`config.mk`:
```
export PLATFORM = sky130hd
export DESIGN_NAME = stream_credit_receiver
export DESIGN_NICKNAME = d
export VERILOG_FILES = /design/src/rtl/stream_credit_receiver.sv
export SDC_FILE = /design/constraint.sdc
export NUM_CORES = 1
export LEC_CHECK = 0
export BUFFER_PORTS_ARGS = -buffer_cell sky130_fd_sc_hd__buf_2
export CAP_MARGIN = 0
export CORE_ASPECT_RATIO = 1.25
export CORE_UTILIZATION = 55
export DETAILED_ROUTE_END_ITERATION = 8
export GPL_ROUTABILITY_DRIVEN = 1
export GPL_TIMING_DRIVEN = 0
export PLACE_DENSITY = 0.77
export SYNTH_ARGS = -nofsm -noshare
export SYNTH_HDL_FRONTEND = slang
export SYNTH_SLANG_ARGS = --single-unit
```
`constraint.sdc`:
```
create_clock -name clk_i -period 2.6 [get_ports clk_i]
set_input_delay 0.78 -clock clk_i [delete_from_list [all_inputs] [get_ports clk_i]]
set_output_delay 0.78 -clock clk_i [all_outputs]
set_load 0.1 [all_outputs]
```
`src/rtl/stream_credit_receiver.sv`:
```
// stream_credit_receiver
// Receiving end of a credit-based stream link. Arriving beats are always
// accepted into a Depth-entry FIFO, presented downstream as valid/ready,
// and each beat consumed returns one registered credit pulse to the sender.
// Optional macro STREAM_CREDIT_RECEIVER_FALL_THROUGH_EN: when defined, a
// beat arriving at an empty FIFO is presented combinationally (latency 0)
// and is not stored if consumed in the same cycle.
module stream_credit_receiver #(
  parameter int DataWidth = 32,
  parameter int Depth     = 4,
  parameter int CntWidth  = $clog2(Depth + 1)
) (
  input  logic                 clk_i,
  input  logic                 rst_i,
  input  logic                 clr_i,
  input  logic                 valid_i,
  input  logic [DataWidth-1:0] data_i,
  output logic                 credit_o,
  output logic                 valid_o,
  input  logic                 ready_i,
  output logic [DataWidth-1:0] data_o,
  output logic [CntWidth-1:0]  usage_o,
  output logic                 overflow_o
);

  localparam int PtrWidth = (Depth > 1) ? $clog2(Depth) : 1;

  logic [DataWidth-1:0] mem_q [Depth];
  logic [PtrWidth-1:0]  wr_ptr_q, wr_ptr_d;
  logic [PtrWidth-1:0]  rd_ptr_q, rd_ptr_d;
  logic [CntWidth-1:0]  usage_q, usage_d;
  logic                 credit_q, credit_d;
  logic                 overflow_q, overflow_d;

  logic empty, full, bypass, pop, rd_en, wr_en;

  // Depth need not be a power of two, so wrap by compare rather than truncation.
  function automatic logic [PtrWidth-1:0] ptr_inc(input logic [PtrWidth-1:0] p);
    return (p == PtrWidth'(Depth - 1)) ? '0 : p + 1'b1;
  endfunction

  assign empty = (usage_q == '0);
  assign full  = (usage_q == CntWidth'(Depth));

  // Downstream presentation: FIFO head, or the live link beat when fall-through applies.
  always_comb begin
    // NOTE: every signal driven here gets a default first so no latch is inferred.
    valid_o = !empty;
    data_o  = mem_q[rd_ptr_q];
    bypass  = 1'b0;
`ifdef STREAM_CREDIT_RECEIVER_FALL_THROUGH_EN
    if (empty && valid_i) begin
      valid_o = 1'b1;
      data_o  = data_i;
      bypass  = ready_i;
    end
`endif
  end

  // A pop is any consumed beat (stored or bypassed); only stored beats advance rd_ptr.
  assign pop   = valid_o && ready_i;
  assign rd_en = pop && !empty;
  // When full, a same-cycle pop frees the slot this push uses.
  assign wr_en = valid_i && !bypass && (!full || rd_en);

  // Next-state for pointers, occupancy, credit return and the sticky overflow flag.
  always_comb begin
    wr_ptr_d   = wr_ptr_q;
    rd_ptr_d   = rd_ptr_q;
    usage_d    = usage_q;
    credit_d   = pop;
    overflow_d = overflow_q;
    if (wr_en) wr_ptr_d = ptr_inc(wr_ptr_q);
    if (rd_en) rd_ptr_d = ptr_inc(rd_ptr_q);
    if (wr_en && !rd_en)      usage_d = usage_q + 1'b1;
    else if (!wr_en && rd_en) usage_d = usage_q - 1'b1;
    // Beat arriving with no free entry and no pop is dropped and flagged.
    if (valid_i && full && !rd_en) overflow_d = 1'b1;
    // Clear discards contents and suppresses any credit from a pop this cycle.
    if (clr_i) begin
      wr_ptr_d   = '0;
      rd_ptr_d   = '0;
      usage_d    = '0;
      credit_d   = 1'b0;
      overflow_d = 1'b0;
    end
  end

  // Control state register with synchronous reset taking priority over clear.
  always_ff @(posedge clk_i) begin
    // NOTE: sequential state uses non-blocking assignments so all registers update together.
    if (rst_i) begin
      wr_ptr_q   <= '0;
      rd_ptr_q   <= '0;
      usage_q    <= '0;
      credit_q   <= 1'b0;
      overflow_q <= 1'b0;
    end else begin
      wr_ptr_q   <= wr_ptr_d;
      rd_ptr_q   <= rd_ptr_d;
      usage_q    <= usage_d;
      credit_q   <= credit_d;
      overflow_q <= overflow_d;
    end
  end

  // Payload storage write.
  always_ff @(posedge clk_i) begin
    // NOTE: storage is deliberately not reset; usage_q alone decides which entries are valid.
    if (wr_en) mem_q[wr_ptr_q] <= data_i;
  end

  assign usage_o    = usage_q;
  assign credit_o   = credit_q;
  assign overflow_o = overflow_q;

endmodule

```
Word level (Yosys, flattened, before mapping) --
Memory sizes are Yosys's and may differ from the RTL's. A register that Yosys moved wholly into a read port is not among the register bits. Index checks and enable logic that the tools add are counted.
Word-level totals: word-level logic and storage cells 36, input port bits 37, latch bits 0, register bits 9, output and inout port bits 38, memory bits (writable) 128, ROM bits 0, memories 1
Cells by class: $lt $le $gt $ge 0, equal/unequal tests 3, reductions and logical operators 15, shift-type cells 0, multiply operators 0, divide/modulo/power cells 0, bitwise logic cells 0, mux-type cells 8, add/subtract/negate cells 4
Memories:
- mem_q | words 4, width 32, read ports 1, clocked after memory_dff 1, write ports 1, RTL line 28 | logic [DataWidth-1:0] mem_q [Depth];
Operator list (count):
- 2-to-1 mux 2 bit | 4
- logical AND 1 bit | 7
- 2-to-1 mux 3 bit | 2
- adder 2 x 1 -> 2 bit (second input constant) | 2
- equality test 2 bit (second input constant) | 2
- logical NOT 1 bit | 4
- adder 3 x 1 -> 3 bit (second input constant) | 1
- equality test 3 bit (second input constant) | 1
- logical NOT 3 bit | 1
- subtractor 3 x 1 -> 3 bit (second input constant) | 1
- 2-to-1 mux 1 bit | 2
- nonzero test 2 bit | 1
- OR reduction 2 bit | 1
- logical OR 1 bit | 1

Depth between registers and ports, before layout --
Gate-level depths: netlist (run 1).
depth after elaboration 10, depth in mapped cells 8, gate-level depth less buffers 8

Worst setup path before layout (run 1) --
OpenSTA, ideal clock, no wires.
path type register to register, start point register usage_q[0], in the netlist usage_o[0], end point register usage_q[2], in the netlist usage_o[2], arrival 2558 ps, period minus slack after synthesis 2628 ps, stages on the path, launching flop included 9, buffers on the path 0, required time 2530 ps, setup slack -28 ps, setup time 70 ps, path through dfxtp_1 nor4b_2 nor2_1 ha_1 inv_1 fa_1 xor2_1 or3_1 a21oi_1
Between the ends: longest elaborated chain between the ends 9, elaborated cells between the ends (all ways) 17, those cells by class add/sub: 2; eq/ne: 1; mux: 2; reduce/logical: 12
Ends and longest elaborated chain:
- from (decl) | RTL line 31 | logic [CntWidth-1:0] usage_q, usage_d;
- from (signal assigned) | RTL line 101 | usage_q <= usage_d;
- logical NOT 3 bit | RTL line 42 | assign empty = (usage_q == '0);
- logical NOT 1 bit | RTL line 48, 62
- logical AND 1 bit | RTL line 61 | assign pop = valid_o && ready_i;
- logical AND 1 bit | RTL line 62 | assign rd_en = pop && !empty;
- logical OR 1 bit * | RTL line 64 | assign wr_en = valid_i && !bypass && (!full || rd_en);
- logical AND 1 bit * | RTL line 64
- via wr_en | RTL line 35 | logic empty, full, bypass, pop, rd_en, wr_en;
- logical NOT 1 bit | RTL line 76 | else if (!wr_en && rd_en) usage_d = usage_q - 1'b1;
- logical AND 1 bit | RTL line 76
- nonzero test 2 bit (no source line)
The timed path passes the listed nets; every way through them passes the cells marked *. The select of a mux whose other input is x is not followed. A chain may end at the register's enable or synchronous reset.

==> results of run 1 <==
-- cell type report --
| class | instances | area, µm² | area share, % |
|---|---|---|---|
| multi-input combinational | 71 | 1030 | 15.8 |
| buffer | 8 | 93.8 | 1.44 |
| inverter | 4 | 15.0 | 0.231 |
| tap | 123 | 154 | 2.37 |
| clock inverter | 10 | 125 | 1.92 |
| timing repair buffer | 74 | 567 | 8.71 |
| clock buffer | 22 | 454 | 6.98 |
| sequential | 139 | 4070 | 62.5 |
-- per-layer routing --
metal,GRT usage (%),vias up
met5,0,-
met4,8.41,2
met3,6.33,15
met2,30.6,72
met1,23.0,1228
li1,-,1117
-- cells in the mapped netlist (3+ instances only) --
cell type	number	share of area, %
ha_1	6	1.5
mux4_2	32	14
nor2_1	6	0.44
inv_1	4	0.29
edfxtp_1	128	74
o21ai_0	3	0.29
dfxtp_1	11	4.3
and3_1	4	0.48
buf_6	3	0.65
a21oi_1	5	0.48
buf_2	4	0.39
-- through the flow --
stage / utilization, % / setup TNS, ns / std cells / area [µm²]
floorplan: - / 0 / 222 / 5160
global placement: 62.3 / -32.21 / 419 / 5690
detailed placement: 62.4 / 0 / 419 / 5690
CTS: 70.9 / -0.0212 / 451 / 6470
global route: 71.3 / -0.0469 / 451 / 6510
finish: 71.3 / 0 / 451 / 6510
-- logic make-up after synthesis --
| family | Yosys count |
|---|---|
| simple gates | 19 |
| buf+inv | 12 |
| compound gates | 9 |
| flops | 139 |
| xor+xnor | 2 |
| fa+ha+maj | 7 |
| mux | 34 |
-- registers in the layout, summed over array words and instances, names as in the netlist, named ones only --
register / flops
mem_q: 128
usage_o: 3
rd_ptr_q: 2
wr_ptr_q: 2
credit_o: 1
overflow_o: 1
-- worst paths after layout --
kind                             endpoint  slack, ns  cells after the start
hold reg to reg                      flop       0.50                      2
setup / recovery               data_o[21]       0.05                      4
setup reg to reg  usage_o[2]$_SDFFE_PP0P_       0.34                      7
hold / removal                       flop       0.50                      2
-- timing repair --
action	4_1_cts	5_1_grt
resized for setup	64	8
cloned	0	0
endpoints found under the setup margin	30	30
-- power by group through the flow --
| stage | Combinational (mW) | Sequential, mW | Clock [mW] |
|---|---|---|---|
| global placement | 0.677 | 2.58 | 0 |
| finish | 0.760 | 2.54 | 2.33 |
| floorplan | 0.527 | 2.61 | 0 |
| CTS | 0.755 | 2.54 | 2.36 |
| global route | 0.788 | 2.54 | 2.46 |
| detailed placement | 0.687 | 2.58 | 0 |
-- worst min-delay path, stage by stage (launching register included) --
cell and delay [ns]:
dfxtp_1 0.32, nand2_1 0.06, a21oi_1 0.07
==> flow_metrics.py, run 1 <==
metrics = {
    "global_routing": {
        "antenna_found_initial": 1,
        "globalRouteTotalUtil_pct": 18.8,
        "grt_first_pass_wirelength_um": 12600,
        "grt_pass1_vias": 2485,
        "grt_max_degree": 33,
        "grt_overflow": 0,
    },
    "yosys": {
        "synth_area_per_cell_um2": 23.2,
        "synthAdderAreaFrac_pct": 1.84,
        "synthesis.nets": 266,
        "synth.ff_latch_count": 139,
        "synthMuxAreaShare_pct": 14.4,
        "ys_types": 24,
        "netlist_area_mm2": 0.00516,
        "synth-simple-area-share_pct": 2.30,
        "async_flop_share_pct": 0,
        "ys_seq_area_share_pct": 78.7,
        "synth_edf_count": 128,
        "syn_inst": 222,
        "synth_flop_cell": "edfxtp_1",
        "synth_xor_area_share_pct": 0.339,
        "synth_warnings": 0,
        "synth_top_family_by_area": "multiplexers",
        "synth-compound-area-share_pct": 1.02,
    },
    "routing": {
        "dr.pass1.iters": 4,
        "drtAntennaViolNets": 0,
        "m1WireLength_um": 3540,
        "wl_met3_um": 337,
        "drtIter0Drc": 178,
        "finalWirelength_um": 8510,
        "viasPerCell": 5.40,
        "drc_errors": 0,
        "route.met2.wl_um": 4480,
        "wl_per_cell_um": 18.9,
        "vias": 2434,
        "highest_layer": "met5",
    },
    "setup_path": {
        "cp.buffers_inverters": 3,
        "crit_fanout": 10,
        "r2r-start": "usage_o[2]$_SDFFE_PP0P_",
        "cp.required_ns": 1.82,
        "path_delay_family": "multiplexers",
        "slowest_delay_ns": 0.54,
        "start_kind": "flop",
        "critPathArrivalTime_ns": 1.77,
        "end_kind": "primary output",
        "worstSetupPathType": "reg2out",
        "cpMaxStageDelayCell": "mux4_2",
        "path_cells": "buf_8, buf_12, mux4_2, buf_6",
    },
    "sta": {
        "finalHoldViolCount": 0,
        "worst_slack_ns": 0.0497,
        "slew_viol_final": 0,
        "rsz0062_at_grt": "yes",
        "holdWs_ns": 0.501,
        "fmax_mhz": 392,
        "final.min_clock_period_ns": 2.55,
        "worst_slew_pin_slew_ns": 0.847,
        "setup_violations": 0,
        "clock_skew_ns": 0.00708,
        "fin_crit_sh_pct": 98.1,
        "max_slew_margin_pct": 43.5,
    },
    "clocking": {
        "clockBufferDepth": 2,
        "cts_htree_levels": 4,
        "postCtsSetupRepairBufs": 0,
        "root_buffer": "clkbuf_16",
        "clkSinkCount": 139,
        "cts_made_buffers": 17,
        "ctsHoldBuffers": 0,
        "cts_tree": "yes",
        "clkLatencyLatePin_ns": 0.40,
        "path_clk_slew_ns": 0.05,
    },
    "layout": {
        "drive_gt1_share_pct": 46.6,
        "num-nets-final": 359,
        "area_delta_synth_final_pct": 26.1,
        "layout_common_cells": "edfxtp_1 (128), buf_2 (47), mux4_2 (32)",
        "antenna_cells": 0,
        "fill_cells": 577,
        "final_common_cell": "edfxtp_1",
    },
    "floorplan": {
        "fp-row-count": 39,
        "coreArea_mm2": 0.00913,
        "start_util_pct": 56.6,
        "ios": 75,
        "die_w_um": 88.6,
        "die_area_mm2": 0.00978,
        "die_y_um": 110,
    },
    "pwr": {
        "seq_power_share_pct": 45.1,
        "swShare_pct": 24.6,
        "vdd.ir_drop.worst_uv": 511,
        "p_comb_share_pct": 13.5,
        "clkPwrFrac_pct": 41.4,
        "p_switching_mw": 1.38,
        "p_int_mw": 4.24,
        "power_density_mw_per_mm2": 865,
        "p_total_mw": 5.63,
        "leakage_nw": 2.29,
    },
    "min_path": {
        "hp-start": "rd_ptr_q[0]$_SDFFE_PP0N_",
        "hp-class": "reg2reg",
    },
    "place": {
        "gp_congestion": 0.689,
        "dpl.hpwl_um": 5170,
        "post-place-ws_ns": 0.132,
        "portBuffers": 74,
    },
    "run": {
        "cap_violations": 0,
    },
    "status": {
        "status": "completed",
    },
}
(Power assumes the default switching activity.)
==> inputs of run 2 (changes only) <==
--- a/config.mk
+++ b/config.mk
@@ -5,6 +5,7 @@
 export SDC_FILE = /design/constraint.sdc
 export NUM_CORES = 1
 export LEC_CHECK = 0
+export ABC_AREA = 1
 export BUFFER_PORTS_ARGS = -buffer_cell sky130_fd_sc_hd__buf_2
 export CAP_MARGIN = 0
 export CORE_ASPECT_RATIO = 1.25
==> flow_metrics.py, run 2 <==
metrics = {
    "status": {
        "status": "completed",
    },
    "setup_path": {
        "slowest_delay_ns": 0.33,
        "crit_top_cell": "buf_6",
        "cpMaxStageDelayCell": "dfxtp_1",
        "critPathArrivalTime_ns": 1.75,
        "crit_fanout": 10,
        "worstSetupPathType": "reg2out",
        "end_kind": "primary output",
        "start_kind": "flop",
        "cp.required_ns": 1.82,
        "path_cells": "buf_6, inv_8, buf_6, nor2_1, o22ai_2, buf_4",
    },
    "floorplan": {
        "start_util_pct": 57.6,
        "ios": 75,
        "die_y_um": 112,
        "die_area_mm2": 0.0101,
        "fp-row-count": 39,
        "coreArea_mm2": 0.00927,
        "die_w_um": 90.2,
    },
    "place": {
        "dpl.hpwl_um": 6510,
        "portBuffers": 74,
        "place_area_mm2": 0.00610,
        "gp_congestion": 0.742,
    },
    "sta": {
        "final.min_clock_period_ns": 2.53,
        "worst_slew_pin_slew_ns": 1.07,
        "setup_violations": 0,
        "fin_crit_sh_pct": 97.5,
        "clock_skew_ns": 0.00873,
        "finalHoldViolCount": 0,
        "fmax_mhz": 395,
        "max_slew_margin_pct": 28.6,
        "slew_viol_final": 0,
        "rsz0062_at_grt": "yes",
    },
    "yosys": {
        "synth_flop_cell": "edfxtp_1",
        "synth_top_family_by_area": "compound AO/OA/AOI/OAI gates",
        "yosysTopAreaCellShare_pct": 71.9,
        "yosysMostFrequentCell": "edfxtp_1",
        "ys_seq_area_share_pct": 76.0,
        "syn_inst": 387,
        "ys_types": 22,
        "synth_warnings": 0,
        "synth_xor_area_share_pct": 0.164,
        "synth-simple-area-share_pct": 7.40,
        "synth.ff_latch_count": 139,
        "async_flop_share_pct": 0,
        "synthMuxAreaShare_pct": 0,
        "synth_area_leaders": "edfxtp_1 (72%), nor2_1 (5.6%), dfxtp_1 (4.1%), o22ai_1 (3.7%), o21ai_0 (3.4%)",
        "synth_edf_count": 128,
        "synthesis.nets": 431,
        "netlist_top_cells_count": "edfxtp_1 (128), nor2_1 (80), o21ai_0 (36)",
        "yosysTopAreaCell": "edfxtp_1",
        "netlist_area_mm2": 0.00534,
        "synthAdderAreaFrac_pct": 1.78,
        "synth_area_per_cell_um2": 13.8,
        "synth-compound-area-share_pct": 10.3,
    },
    "clocking": {
        "path_clk_slew_ns": 0.06,
        "root_buffer": "clkbuf_16",
        "clkSinkCount": 139,
        "cts_htree_levels": 4,
        "cts_made_buffers": 17,
        "clockBufferDepth": 2,
        "postCtsSetupRepairBufs": 0,
        "cts_tree": "yes",
        "clkLatencyLatePin_ns": 0.41,
    },
    "pwr": {
        "power_density_mw_per_mm2": 885,
        "p_total_mw": 6.06,
        "leakage_nw": 2.54,
        "vdd.ir_drop.worst_uv": 616,
    },
    "global_routing": {
        "grt_overflow": 0,
        "grt_max_degree": 33,
        "globalRouteTotalUtil_pct": 23.6,
        "antenna_found_initial": 0,
        "grt_first_pass_wirelength_um": 17400,
        "grt_pass1_vias": 3441,
    },
    "run": {
        "cap_violations": 0,
    },
    "routing": {
        "vias": 3368,
        "viasPerCell": 5.47,
        "drtAntennaViolNets": 0,
        "dr.pass1.iters": 4,
        "drc_errors": 0,
        "finalWirelength_um": 11100,
        "drtIter0Drc": 250,
        "wl_per_cell_um": 18.0,
    },
    "layout": {
        "final_common_cell": "edfxtp_1",
        "layout_common_cells": "edfxtp_1 (128), nor2_1 (76), buf_2 (47)",
        "num-nets-final": 524,
        "largest_reg_flops": 128,
        "max_flop_register": "mem_q",
        "area_delta_synth_final_pct": 28.2,
        "antenna_cells": 0,
        "design_area_mm2": 0.00685,
        "drive_gt1_share_pct": 33.1,
    },
    "min_path": {
        "hp-class": "reg2reg",
    },
}
## run 2: what timing repair did
item	4_1_cts	5_1_grt
endpoints found under the setup margin	32	16
cloned	0	0
hold buffers	0	0
resized for setup	33	17
## run 2: worst max-delay path, delay by kind of cell (launching register included)
kind            cells  cell delay (ns)
compound gates      1             0.23
buf+inv             4             0.73
flops               1             0.33
simple gates        1             0.06
## run 2: per-layer routing
layer,wire (µm),global-route usage [%]
met1,4370,27.7
met2,6080,40.9
met3,482,6.84
met4,166,9.68
met5,0,0
## run 2: worst paths after layout
path                                start                 endpoint  cells past startpoint  slack (ns)
setup reg to reg  usage_o[0]$_SDFFE_PP0P_   mem_q[1][16]$_DFFE_PP_                      4        0.41
hold / removal    overflow_o$_SDFFE_PP0P_  overflow_o$_SDFFE_PP0P_                      2        0.46
hold reg to reg   overflow_o$_SDFFE_PP0P_  overflow_o$_SDFFE_PP0P_                      2        0.46
setup / recovery                     flop               data_o[10]                      6        0.07
## run 2: final cells by class
class,instances,area (µm²)
multi-input combinational,211,1280
timing repair buffer,74,510
inverter,18,75.1
clock buffer,18,429
clock inverter,14,178
sequential,139,4060
fill,601,2420
buffer,19,161
tap,123,154
## run 2: logic make-up after synthesis
logic type	count (synthesis)
buffers and inverters	37
XOR/XNOR	1
adder cells (fa/ha/maj)	7
flip-flops	139
AND/OR/NAND/NOR	102
AO/OA/AOI/OAI	101
## run 2: where the power goes
group / switching [mW] / internal (mW) / leakage, nW / total (mW)
registers: 0.0254 / 2.52 / 1.26 / 2.55
clock network: 0.864 / 1.59 / 0.297 / 2.45
logic: 0.811 / 0.245 / 0.983 / 1.06
total: 1.70 / 4.36 / 2.54 / 6.06
## run 2: stage by stage
stage | setup slack (ns) | setup TNS (ns) | hold slack, ns | cells | utilization [%]
2_1_floorplan | -0.118 | -0.251 | 0.472 | 387 | -
3_3_place_gp | -0.0699 | -7.13 | 0.447 | 584 | 65.8
3_5_place_dp | -0.0759 | -7.02 | 0.451 | 584 | 65.8
4_1_cts | 0.0454 | 0 | 0.459 | 616 | 73.2
5_1_grt | -0.0133 | -0.0187 | 0.484 | 616 | 73.9
6_report | 0.0663 | 0 | 0.456 | 616 | 73.9
==> inputs of run 3 (changes only) <==
==> constraint.sdc (replaced) <==
create_clock -name clk_i -period 2.4 [get_ports clk_i]
set_input_delay 0.72 -clock clk_i [delete_from_list [all_inputs] [get_ports clk_i]]
set_output_delay 0.72 -clock clk_i [all_outputs]
set_load 0.1 [all_outputs]
==> flow_metrics.py, run 3 (synthesis gave the netlist of run 2 again) <==
metrics = {
    "layout": {
        "layout_common_cells": "edfxtp_1 (128), nor2_1 (76), buf_2 (45)",
        "drive_gt1_share_pct": 34.1,
        "largest_reg_flops": 128,
        "fill_cells": 562,
        "num-nets-final": 526,
        "antenna_cells": 0,
        "area_delta_synth_final_pct": 32.1,
        "max_flop_register": "mem_q",
        "final_common_cell": "edfxtp_1",
    },
    "sta": {
        "fin_crit_sh_pct": 97.9,
        "setup_violations": 0,
        "max_slew_margin_pct": 27.0,
        "holdWs_ns": 0.464,
        "clock_skew_ns": 0.00408,
        "finalHoldViolCount": 0,
        "worst_slew_pin_slew_ns": 1.09,
        "slew_viol_final": 0,
        "fmax_mhz": 426,
        "final.min_clock_period_ns": 2.35,
    },
    "global_routing": {
        "grt_max_degree": 33,
        "globalRouteTotalUtil_pct": 22.8,
        "grt_first_pass_wirelength_um": 17100,
        "grt_pass1_vias": 3503,
        "antenna_found_initial": 0,
        "grt_overflow": 0,
    },
    "floorplan": {
        "die_w_um": 90.2,
        "start_util_pct": 57.6,
        "die_area_mm2": 0.0101,
        "ios": 75,
        "die_y_um": 112,
        "fp-row-count": 39,
        "coreArea_mm2": 0.00927,
    },
    "routing": {
        "viasPerCell": 5.51,
        "drtIter0Drc": 291,
        "finalWirelength_um": 11200,
        "dr.pass1.iters": 5,
        "drc_errors": 0,
        "drtAntennaViolNets": 0,
        "wl_per_cell_um": 18.1,
        "vias": 3404,
    },
    "min_path": {
        "hp-start": "overflow_o$_SDFFE_PP0P_",
        "hp-class": "reg2reg",
    },
    "clocking": {
        "clkSinkCount": 139,
        "ctsHoldBuffers": 0,
        "clockBufferDepth": 2,
        "cts_htree_levels": 4,
        "clkLatencyLatePin_ns": 0.41,
        "path_clk_slew_ns": 0.05,
        "cts_tree": "yes",
        "root_buffer": "clkbuf_16",
        "cts_made_buffers": 17,
    },
    "setup_path": {
        "crit_fanout": 10,
        "end_kind": "primary output",
        "critPathArrivalTime_ns": 1.63,
        "cp.required_ns": 1.68,
        "start_kind": "flop",
        "r2r-start": "usage_o[2]$_SDFFE_PP0P_",
        "worstSetupPathType": "reg2out",
    },
    "status": {
        "status": "completed",
    },
    "pwr": {
        "power_density_mw_per_mm2": 986,
        "vdd.ir_drop.worst_uv": 642,
        "p_total_mw": 6.96,
        "leakage_nw": 2.62,
    },
    "run": {
        "cap_violations": 0,
    },
    "place": {
        "gp_congestion": 0.745,
        "dpl.hpwl_um": 6350,
        "portBuffers": 74,
    },
}
[run 3: cell type report]
| class | count | area (µm²) | share of cell area, % |
|---|---|---|---|
| clock buffer | 20 | 437 | 6.19 |
| clock inverter | 12 | 244 | 3.46 |
| timing repair buffer | 76 | 631 | 8.93 |
| buffer | 19 | 171 | 2.43 |
| tap | 123 | 154 | 2.18 |
| inverter | 18 | 75.1 | 1.06 |
| multi-input combinational | 211 | 1280 | 18.1 |
| sequential | 139 | 4070 | 57.7 |
[run 3: where the power goes]
part | switching, mW | internal [mW] | total (mW)
Sequential | 0.0264 | 2.74 | 2.76
Clock | 0.937 | 2.05 | 2.99
Combinational | 0.894 | 0.314 | 1.21
[run 3: per-stage QoR]
step	cell area (µm²)	instances	setup WS, ns	TNS [ns]	util (%)
floorplan	5580	387	0.0423	0	-
global placement	6100	584	-0.214	-25.59	65.8
detailed placement	6100	584	-0.260	-28.17	65.8
CTS	6960	616	0.0124	0	75.0
global route	7060	618	-0.00967	-0.0261	76.1
finish	7060	618	0.0511	0	76.1
[run 3: what timing repair did]
item                                    CTS  global route
resized for setup                        59            26
buffers inserted                          0             1
endpoints found under the setup margin   32            25
cloned                                    0             1
pin swaps                                 0             3
[run 3: worst paths after layout]
path                                                 to  slack [ns]  cells past startpoint
worst min-delay path            overflow_o$_SDFFE_PP0P_        0.46                      2
worst min register to register  overflow_o$_SDFFE_PP0P_        0.46                      2
worst max register to register   mem_q[3][19]$_DFFE_PP_        0.19                      5
worst max-delay path                         data_o[14]        0.05                      6
[run 3: metal layers]
layer	track usage, %	wire (µm)
met1	25.9	4270
met2	41.6	6210
met3	5.62	605
met4	8.06	112
met5	0	0
[run 3: critical path: stages, from the launching register on]
cell	delay, ns
dfxtp_2	0.33
buf_6	0.14
inv_8	0.09
buf_6	0.15
nor2_1	0.06
o22ai_2	0.15
buf_4	0.30
